<file path="config.mk">
export PLATFORM = sky130hd
export DESIGN_NAME = rom_port_arbiter_flat
export DESIGN_NICKNAME = d
export VERILOG_FILES = /design/src/rtl/megasys1_pkg.sv /design/src/rtl/rom_port_arbiter_if.sv /design/src/rtl/rom_arb_port.sv /design/src/rtl/rom_port_arbiter.sv /design/src/flat_wrapper.sv
export SDC_FILE = /design/constraint.sdc
export NUM_CORES = 1
export LEC_CHECK = 0
export ABC_CLOCK_PERIOD_IN_PS = 1900
export BUFFER_PORTS_ARGS = -buffer_cell sky130_fd_sc_hd__buf_2
export CORE_UTILIZATION = 35
export DETAILED_ROUTE_END_ITERATION = 10
export SLEW_MARGIN = 10
export SYNTH_ARGS = -nofsm -noshare
export SYNTH_HDL_FRONTEND = slang
export SYNTH_SLANG_ARGS = --single-unit
</file>
<file path="constraint.sdc">
create_clock -name clk -period 1.9 [get_ports clk]
set_input_delay 0.095 -clock clk [delete_from_list [all_inputs] [get_ports clk]]
set_output_delay 0.095 -clock clk [all_outputs]
set_load 0.02 [all_outputs]
</file>
<file path="src/rtl/megasys1_pkg.sv">
// Shared definitions for the Mega System 1 ROM port arbiter slice:
// arbiter FSM states, port index constants and the default sound ROM offset.
package megasys1_pkg;

  typedef enum logic [1:0] {
    IDLE   = 2'd0,
    BUSY_P = 2'd1,
    BUSY_S = 2'd2
  } arbState_t;

  localparam logic PORT_MAIN = 1'b0;
  localparam logic PORT_SND  = 1'b1;

  localparam logic [23:0] SND_BASE_DEFAULT = 24'h080000;

  // The memory port only ever sees word-aligned byte addresses.
  function automatic logic [23:0] wordAddr(input logic [23:0] a);
    return {a[23:1], 1'b0};
  endfunction

endpackage

</file>
<file path="src/rtl/rom_port_arbiter_if.sv">
// Read channel towards the SDRAM controller: level request held until a
// one-cycle ack, with read data valid in the ack cycle.
interface rom_port_arbiter_if #(
  parameter int DW = 16
);
  logic          mem_req;
  logic [23:0]   mem_addr;
  logic          mem_ack;
  logic [DW-1:0] mem_data;

  modport master (
    output mem_req,
    output mem_addr,
    input  mem_ack,
    input  mem_data
  );

  modport slave (
    input  mem_req,
    input  mem_addr,
    output mem_ack,
    output mem_data
  );
endinterface

</file>
<file path="src/rtl/rom_arb_port.sv">
// One CPU side of the ROM arbiter: tracks whether the current bus cycle
// still needs a fetch (pend) or has been served (done), holds the returned
// word and produces the CPU's DTACK.
module rom_arb_port
  import megasys1_pkg::*;
#(
  parameter int DW = 16
) (
  input  logic          clk,
  input  logic          reset,
  input  logic          i_cs,
  input  logic          i_asN,
  input  logic          i_ack,
  input  logic [DW-1:0] i_data,
  output logic          o_pend,
  output logic [DW-1:0] o_dout,
  output logic          o_dtackN
);

  logic r_pend;
  logic r_done;
  logic [DW-1:0] r_dout;

  // Strobe release ends the bus cycle and wins over everything, so an
  // ack arriving after the CPU gave up is discarded without raising done.
  always_ff @(posedge clk or posedge reset) begin
    if (reset) begin
      r_pend <= 1'b0;
      r_done <= 1'b0;
      r_dout <= '0;
    end else if (i_asN) begin
      r_pend <= 1'b0;
      r_done <= 1'b0;
    end else if (i_ack) begin
      r_pend <= 1'b0;
      r_done <= 1'b1;
      r_dout <= i_data;
    end else if (i_cs && !r_pend && !r_done) begin
      r_pend <= 1'b1;
    end
  end

  // DTACK is gated by the live strobe so it releases in the same cycle
  // the CPU lifts AS, without waiting for done to clear.
  always_comb begin
    o_dtackN = !(r_done && !i_asN);
  end

  assign o_pend = r_pend;
  assign o_dout = r_dout;

endmodule

</file>
<file path="src/rtl/rom_port_arbiter.sv">
// Shares the program-ROM read channel between the main and sound 68000s.
// One read is in flight at a time; the owning CPU receives the word and its
// DTACK from its rom_arb_port instance.
// Build option: define ROM_ARB_RR_EN for round-robin on simultaneous
// requests; otherwise the main CPU always wins ties.
module rom_port_arbiter
  import megasys1_pkg::*;
#(
  parameter logic [23:0] SND_BASE = SND_BASE_DEFAULT,
  parameter int          DW       = 16
) (
  input  logic          clk,
  input  logic          reset,
  input  logic          m68kp_rom_cs,
  input  logic          m68kp_as_n,
  input  logic [23:0]   m68kp_a,
  output logic [DW-1:0] m68kp_rom_dout,
  output logic          m68kp_rom_dtack_n,
  input  logic          m68ks_rom_cs,
  input  logic          m68ks_as_n,
  input  logic [23:0]   m68ks_a,
  output logic [DW-1:0] m68ks_rom_dout,
  output logic          m68ks_rom_dtack_n,
  rom_port_arbiter_if.master mem
);

  arbState_t   r_state;
  arbState_t   w_stateNext;
  logic        w_pendMain;
  logic        w_pendSnd;
  logic        w_grantMain;
  logic        w_grantSnd;
  logic        w_ackMain;
  logic        w_ackSnd;
  logic        w_tieMain;
  logic        r_memReq;
  logic [23:0] r_memAddr;

  rom_arb_port #(.DW(DW)) u_portMain (
    .clk      (clk),
    .reset    (reset),
    .i_cs     (m68kp_rom_cs),
    .i_asN    (m68kp_as_n),
    .i_ack    (w_ackMain),
    .i_data   (mem.mem_data),
    .o_pend   (w_pendMain),
    .o_dout   (m68kp_rom_dout),
    .o_dtackN (m68kp_rom_dtack_n)
  );

  rom_arb_port #(.DW(DW)) u_portSnd (
    .clk      (clk),
    .reset    (reset),
    .i_cs     (m68ks_rom_cs),
    .i_asN    (m68ks_as_n),
    .i_ack    (w_ackSnd),
    .i_data   (mem.mem_data),
    .o_pend   (w_pendSnd),
    .o_dout   (m68ks_rom_dout),
    .o_dtackN (m68ks_rom_dtack_n)
  );

`ifdef ROM_ARB_RR_EN
  logic r_lastGrant;

  // Remember who was served last so a tie goes to the other CPU.
  always_ff @(posedge clk or posedge reset) begin
    if (reset) begin
      r_lastGrant <= PORT_SND;
    end else if (w_grantMain) begin
      r_lastGrant <= PORT_MAIN;
    end else if (w_grantSnd) begin
      r_lastGrant <= PORT_SND;
    end
  end

  assign w_tieMain = (r_lastGrant == PORT_SND);
`else
  assign w_tieMain = 1'b1;
`endif

  // Grants only happen from IDLE, which forces at least one idle cycle
  // between transactions; an ack outside BUSY is simply ignored.
  always_comb begin
    w_stateNext = r_state;
    w_grantMain = 1'b0;
    w_grantSnd  = 1'b0;
    w_ackMain   = 1'b0;
    w_ackSnd    = 1'b0;
    case (r_state)
      IDLE: begin
        if (w_pendMain && w_pendSnd) begin
          w_grantMain = w_tieMain;
          w_grantSnd  = !w_tieMain;
        end else if (w_pendMain) begin
          w_grantMain = 1'b1;
        end else if (w_pendSnd) begin
          w_grantSnd = 1'b1;
        end
        if (w_grantMain) begin
          w_stateNext = BUSY_P;
        end else if (w_grantSnd) begin
          w_stateNext = BUSY_S;
        end
      end
      BUSY_P: begin
        if (mem.mem_ack) begin
          w_ackMain   = 1'b1;
          w_stateNext = IDLE;
        end
      end
      BUSY_S: begin
        if (mem.mem_ack) begin
          w_ackSnd    = 1'b1;
          w_stateNext = IDLE;
        end
      end
      default: begin
        w_stateNext = IDLE;
      end
    endcase
  end

  // FSM state register.
  always_ff @(posedge clk or posedge reset) begin
    if (reset) begin
      r_state <= IDLE;
    end else begin
      r_state <= w_stateNext;
    end
  end

  // Request and address are registered on the grant edge and the request
  // drops on the ack edge; the address is left as-is between reads.
  always_ff @(posedge clk or posedge reset) begin
    if (reset) begin
      r_memReq  <= 1'b0;
      r_memAddr <= '0;
    end else if (w_grantMain) begin
      r_memReq  <= 1'b1;
      r_memAddr <= wordAddr(m68kp_a);
    end else if (w_grantSnd) begin
      r_memReq  <= 1'b1;
      r_memAddr <= SND_BASE + wordAddr(m68ks_a);
    end else if (w_ackMain || w_ackSnd) begin
      r_memReq <= 1'b0;
    end
  end

  assign mem.mem_req  = r_memReq;
  assign mem.mem_addr = r_memAddr;

endmodule

</file>
<file path="src/flat_wrapper.sv">
// flat-port wrapper written by rule: the top's interface ports become plain ports
module rom_port_arbiter_flat import megasys1_pkg::*;
#(
  parameter logic [23:0] SND_BASE = SND_BASE_DEFAULT,
  parameter int          DW       = 16
)
  (clk, reset, m68kp_rom_cs, m68kp_as_n, m68kp_a, m68kp_rom_dout, m68kp_rom_dtack_n, m68ks_rom_cs, m68ks_as_n, m68ks_a, m68ks_rom_dout, m68ks_rom_dtack_n, mem_mem_req, mem_mem_addr, mem_mem_ack, mem_mem_data);
  rom_port_arbiter_if #(.DW(DW)) mem_i ();
  input  logic clk;
  input  logic reset;
  input  logic m68kp_rom_cs;
  input  logic m68kp_as_n;
  input  logic [23:0] m68kp_a;
  output logic [DW-1:0] m68kp_rom_dout;
  output logic m68kp_rom_dtack_n;
  input  logic m68ks_rom_cs;
  input  logic m68ks_as_n;
  input  logic [23:0] m68ks_a;
  output logic [DW-1:0] m68ks_rom_dout;
  output logic m68ks_rom_dtack_n;
  output wire logic [$bits(mem_i.mem_req)-1:0] mem_mem_req;
  output wire logic [$bits(mem_i.mem_addr)-1:0] mem_mem_addr;
  input wire logic [$bits(mem_i.mem_ack)-1:0] mem_mem_ack;
  input wire logic [$bits(mem_i.mem_data)-1:0] mem_mem_data;
  assign mem_mem_req = mem_i.mem_req;
  assign mem_mem_addr = mem_i.mem_addr;
  assign mem_i.mem_ack = mem_mem_ack;
  assign mem_i.mem_data = mem_mem_data;
  rom_port_arbiter #(.SND_BASE(SND_BASE), .DW(DW)) u_core (.clk(clk), .reset(reset), .m68kp_rom_cs(m68kp_rom_cs), .m68kp_as_n(m68kp_as_n), .m68kp_a(m68kp_a), .m68kp_rom_dout(m68kp_rom_dout), .m68kp_rom_dtack_n(m68kp_rom_dtack_n), .m68ks_rom_cs(m68ks_rom_cs), .m68ks_as_n(m68ks_as_n), .m68ks_a(m68ks_a), .m68ks_rom_dout(m68ks_rom_dout), .m68ks_rom_dtack_n(m68ks_rom_dtack_n), .mem(mem_i));
endmodule
</file>
==> results.py <==
metrics = {
    "run_status": {
        "status": "finished clean",
    },
    "clock_network": {
        "clock-root-buffer": "clkbuf_8",
        "cts_buffer_depth": 2,
        "cts_htree_levels": 3,
        "clk_latency_ps": 320,
        "clock-sinks": 62,
        "cts-buffers-inserted": 9,
        "clkTransAtPathRegs_ps": 70,
        "cts_tree": "built",
    },
    "place": {
        "gp_congestion": 0.805,
        "hpwl_mm": 4.37,
        "portBuffers": 126,
    },
    "layout": {
        "drive_gt1_share_pct": 50.5,
        "num-fill-cells": 679,
        "diodes": 0,
        "nets": 434,
        "syn_to_final_growth_pct": 41.5,
        "post-route-util_pct": 51.9,
        "multi_input_area_um2": 1050,
        "seq_area_um2": 1550,
    },
    "routing": {
        "routed_via_density": 4.64,
        "drt-pass1-iter-count": 4,
        "ant_nets": 0,
        "drc": 0,
        "initialDrtViolationCount": 33,
        "vias": 2147,
        "drt_wl_total_mm": 6.10,
        "wl_per_cell_um": 13.2,
    },
    "setup_path": {
        "rr_worst_depth": 5,
        "crit_required_ps": 2100,
        "worstPathArrival_ps": 1780,
        "critPathMaxFanout": 24,
        "rrSetupSlack_ps": 320,
        "critPathKind": "reg2reg",
        "end_kind": "register",
        "r2r-end": "u_core.mem.mem_addr[22]$_DFFE_PP0P_",
        "start_kind": "register",
        "worstSetupEndpoint": "u_core.mem.mem_addr[22]$_DFFE_PP0P_",
        "setup.worst_path.start": "u_core.r_state[0]$_DFFE_PP0P_",
        "reg2reg_from": "u_core.r_state[0]$_DFFE_PP0P_",
    },
    "timing": {
        "min_period_ps": 1580,
        "hold_viol": 0,
        "slew_viol_final": 0,
        "setup_viol": 0,
        "setup-tns-final_ps": 0,
        "max_freq_ghz": 0.634,
        "worst_pin_slew_ps": 641,
        "skew_ps": 8.60,
        "period_share_pct": 83.0,
        "relSlewSlack_pct": 57.1,
        "rsz0062_at_grt": "false",
    },
    "hold_path": {
        "hold_class": "in2reg",
    },
    "logic_synthesis": {
        "synth_area_per_cell_um2": 12.7,
        "synth_top_area_share_pct": 57.8,
        "synth-warning-count": 0,
        "synth_area_leaders": "dfrtp_1 (58%), mux2_4 (10%), mux2_2 (5.9%)",
        "yosysTopAreaCell": "dfrtp_1",
        "synth_nets": 287,
        "synth_seq_cells": 62,
        "yosysSeqAreaShare_pct": 57.8,
        "syn_area_um2": 2690,
        "synth_cell_types": 26,
        "syn-instance-count": 212,
    },
    "die": {
        "start_util_pct": 36.6,
        "die_h_um": 89.6,
        "io_pins": 130,
        "die_w_um": 89.6,
        "rows": 31,
        "core-area_um2": 7330,
        "die_area_um2": 8030,
    },
    "grt": {
        "antenna_found_initial": 0,
        "grt_pass1_vias": 2105,
        "grt.overflow.total": 0,
        "grt_pass1_wl_mm": 9.43,
        "grt_usage_pct": 15.9,
        "grt_max_degree": 26,
    },
    "power": {
        "ir_drop_mv": 0.845,
        "pwr-share-comb_pct": 44.1,
        "powerDensity_nw_per_um2": 1650,
        "p_clk_share_pct": 19.7,
        "sw_frac_of_total_pct": 39.1,
        "switchingPower_mw": 2.46,
        "cellInternalPower_mw": 3.83,
        "p_leak_nw": 1.98,
        "seq_power_share_pct": 36.2,
    },
    "flow_run": {
        "maxCapViolCount": 0,
    },
}
## sequential cells by signal, indices dropped and copies added (netlist names)
name and cells:
u_core.mem.mem_addr 23, u_core.mem.mem_req 1, u_core.r_state 2, u_core.u_portMain.o_dout 16, u_core.u_portMain.o_pend 1, u_core.u_portMain.r_done 1, u_core.u_portSnd.o_dout 16, u_core.u_portSnd.o_pend 1
u_core.u_portSnd.r_done 1
## metrics by stage
step	hold WS (ps)	instance area, um^2	power, mW	std cells	worst slack (ps)
after floorplan	162	2690	4.10	212	264
after global routing	8.54	3800	6.72	463	193
after detailed placement	158	3420	5.06	431	192
after global placement	158	3420	5.00	431	200
final	17.3	3800	6.28	463	323
after CTS	0.382	3790	6.35	463	179
## layer usage
layer / GRT usage [%] / wire [um] / vias up
li1: - / - / 1042
met1: 18.6 / 2710 / 1011
met3: 4.20 / 445 / 9
met5: 0 / 0 / -
met4: 6.06 / 80 / 0
met2: 27.8 / 2860 / 85
## cell usage after synthesis (all sizes together)
library cell  number
o21ai             26
nor2b              1
nand3b             2
dfrtp             62
clkbuf             3
a32oi              2
a211oi             2
nand2b             3
a21boi             1
xor2               2
mux2              32
o211ai             1
ha                 4
conb               1
xnor2              1
inv                7
buf                9
nand3              3
a21oi              2
nand2             27
a22oi             20
a32o               1
## layout make-up
type,count,area share (%)
clock buffers,10,3.36
clock inverters,6,2.27
inverters,7,0.691
multi-input cells,131,27.6
flip-flops and latches,62,40.8
well taps,99,3.26
repair buffers,148,22.0
## power by group through the flow
stage	combinational [mW]	clock, mW	sequential, mW
after floorplan	1.11	0	2.99
after global placement	2.72	0	2.27
after detailed placement	2.78	0	2.28
after CTS	2.80	1.28	2.27
after global routing	3.04	1.33	2.35
final	2.77	1.24	2.27
## how the worst min path moves through the flow
stage / start / endpoint / slack (ps) / cells past startpoint
finish: mem_mem_data[8] / u_core.u_portSnd.o_dout[8]$_DFFE_PP0P_ / 20 / 2
global route: mem_mem_data[10] / u_core.u_portSnd.o_dout[10]$_DFFE_PP0P_ / 9 / 2
CTS: mem_mem_data[8] / u_core.u_portSnd.o_dout[8]$_DFFE_PP0P_ / 0.4 / 2
detailed placement: reset / u_core.u_portMain.o_dout[6]$_DFFE_PP0P_ / 160 / 2
global placement: reset / u_core.u_portMain.o_dout[6]$_DFFE_PP0P_ / 160 / 2
floorplan: m68kp_as_n / u_core.u_portMain.o_pend$_DFFE_PP0P_ / 160 / 1
## worst max-delay path: stages, from the launching register on
cell and delay (ps):
dfrtp_1 410, inv_1 90, ha_1 340, o21ai_4 260
a32oi_1 230, o21ai_0 120
## kinds of logic after synthesis
| group | count (synthesis) | synth area share [%] |
|---|---|---|
| adder cells (fa/ha/maj) | 4 | 1.86 |
| flip-flops | 62 | 57.8 |
| multiplexers | 32 | 15.9 |
| XOR/XNOR | 3 | 0.978 |
| other | 1 | 0.140 |
| AO/OA/AOI/OAI | 55 | 12.9 |
| AND/OR/NAND/NOR | 36 | 6.75 |
| buffers and inverters | 19 | 3.63 |
## timing repair
action / in CTS / in global routing
hold buffers: 16 / 0
setup endpoints to repair: 0 / 1
setup buffers: 0 / 0
endpoints found under the hold margin: 44 / 0
resized for setup: 0 / 1
## cell usage in the layout (no fill, tap or decap), drive strengths merged
cell         instances
bufinv               2
a21oi                2
clkinvlp             1
xor2                 2
mux2                32
dlygate4sd3         16
a32o                 1
clkinv               3
o211ai               1
nand3b               2
conb                 1
inv                  7
buf                132
nand2               27
nand2b               3
ha                   4
a32oi                2
a211oi               2
o21ai               26
nor2b                1
a22oi               20
dfrtp               62
nand3                3
xnor2                1
clkbuf              10
a21boi               1
Power figures use the tool's default switching activity.
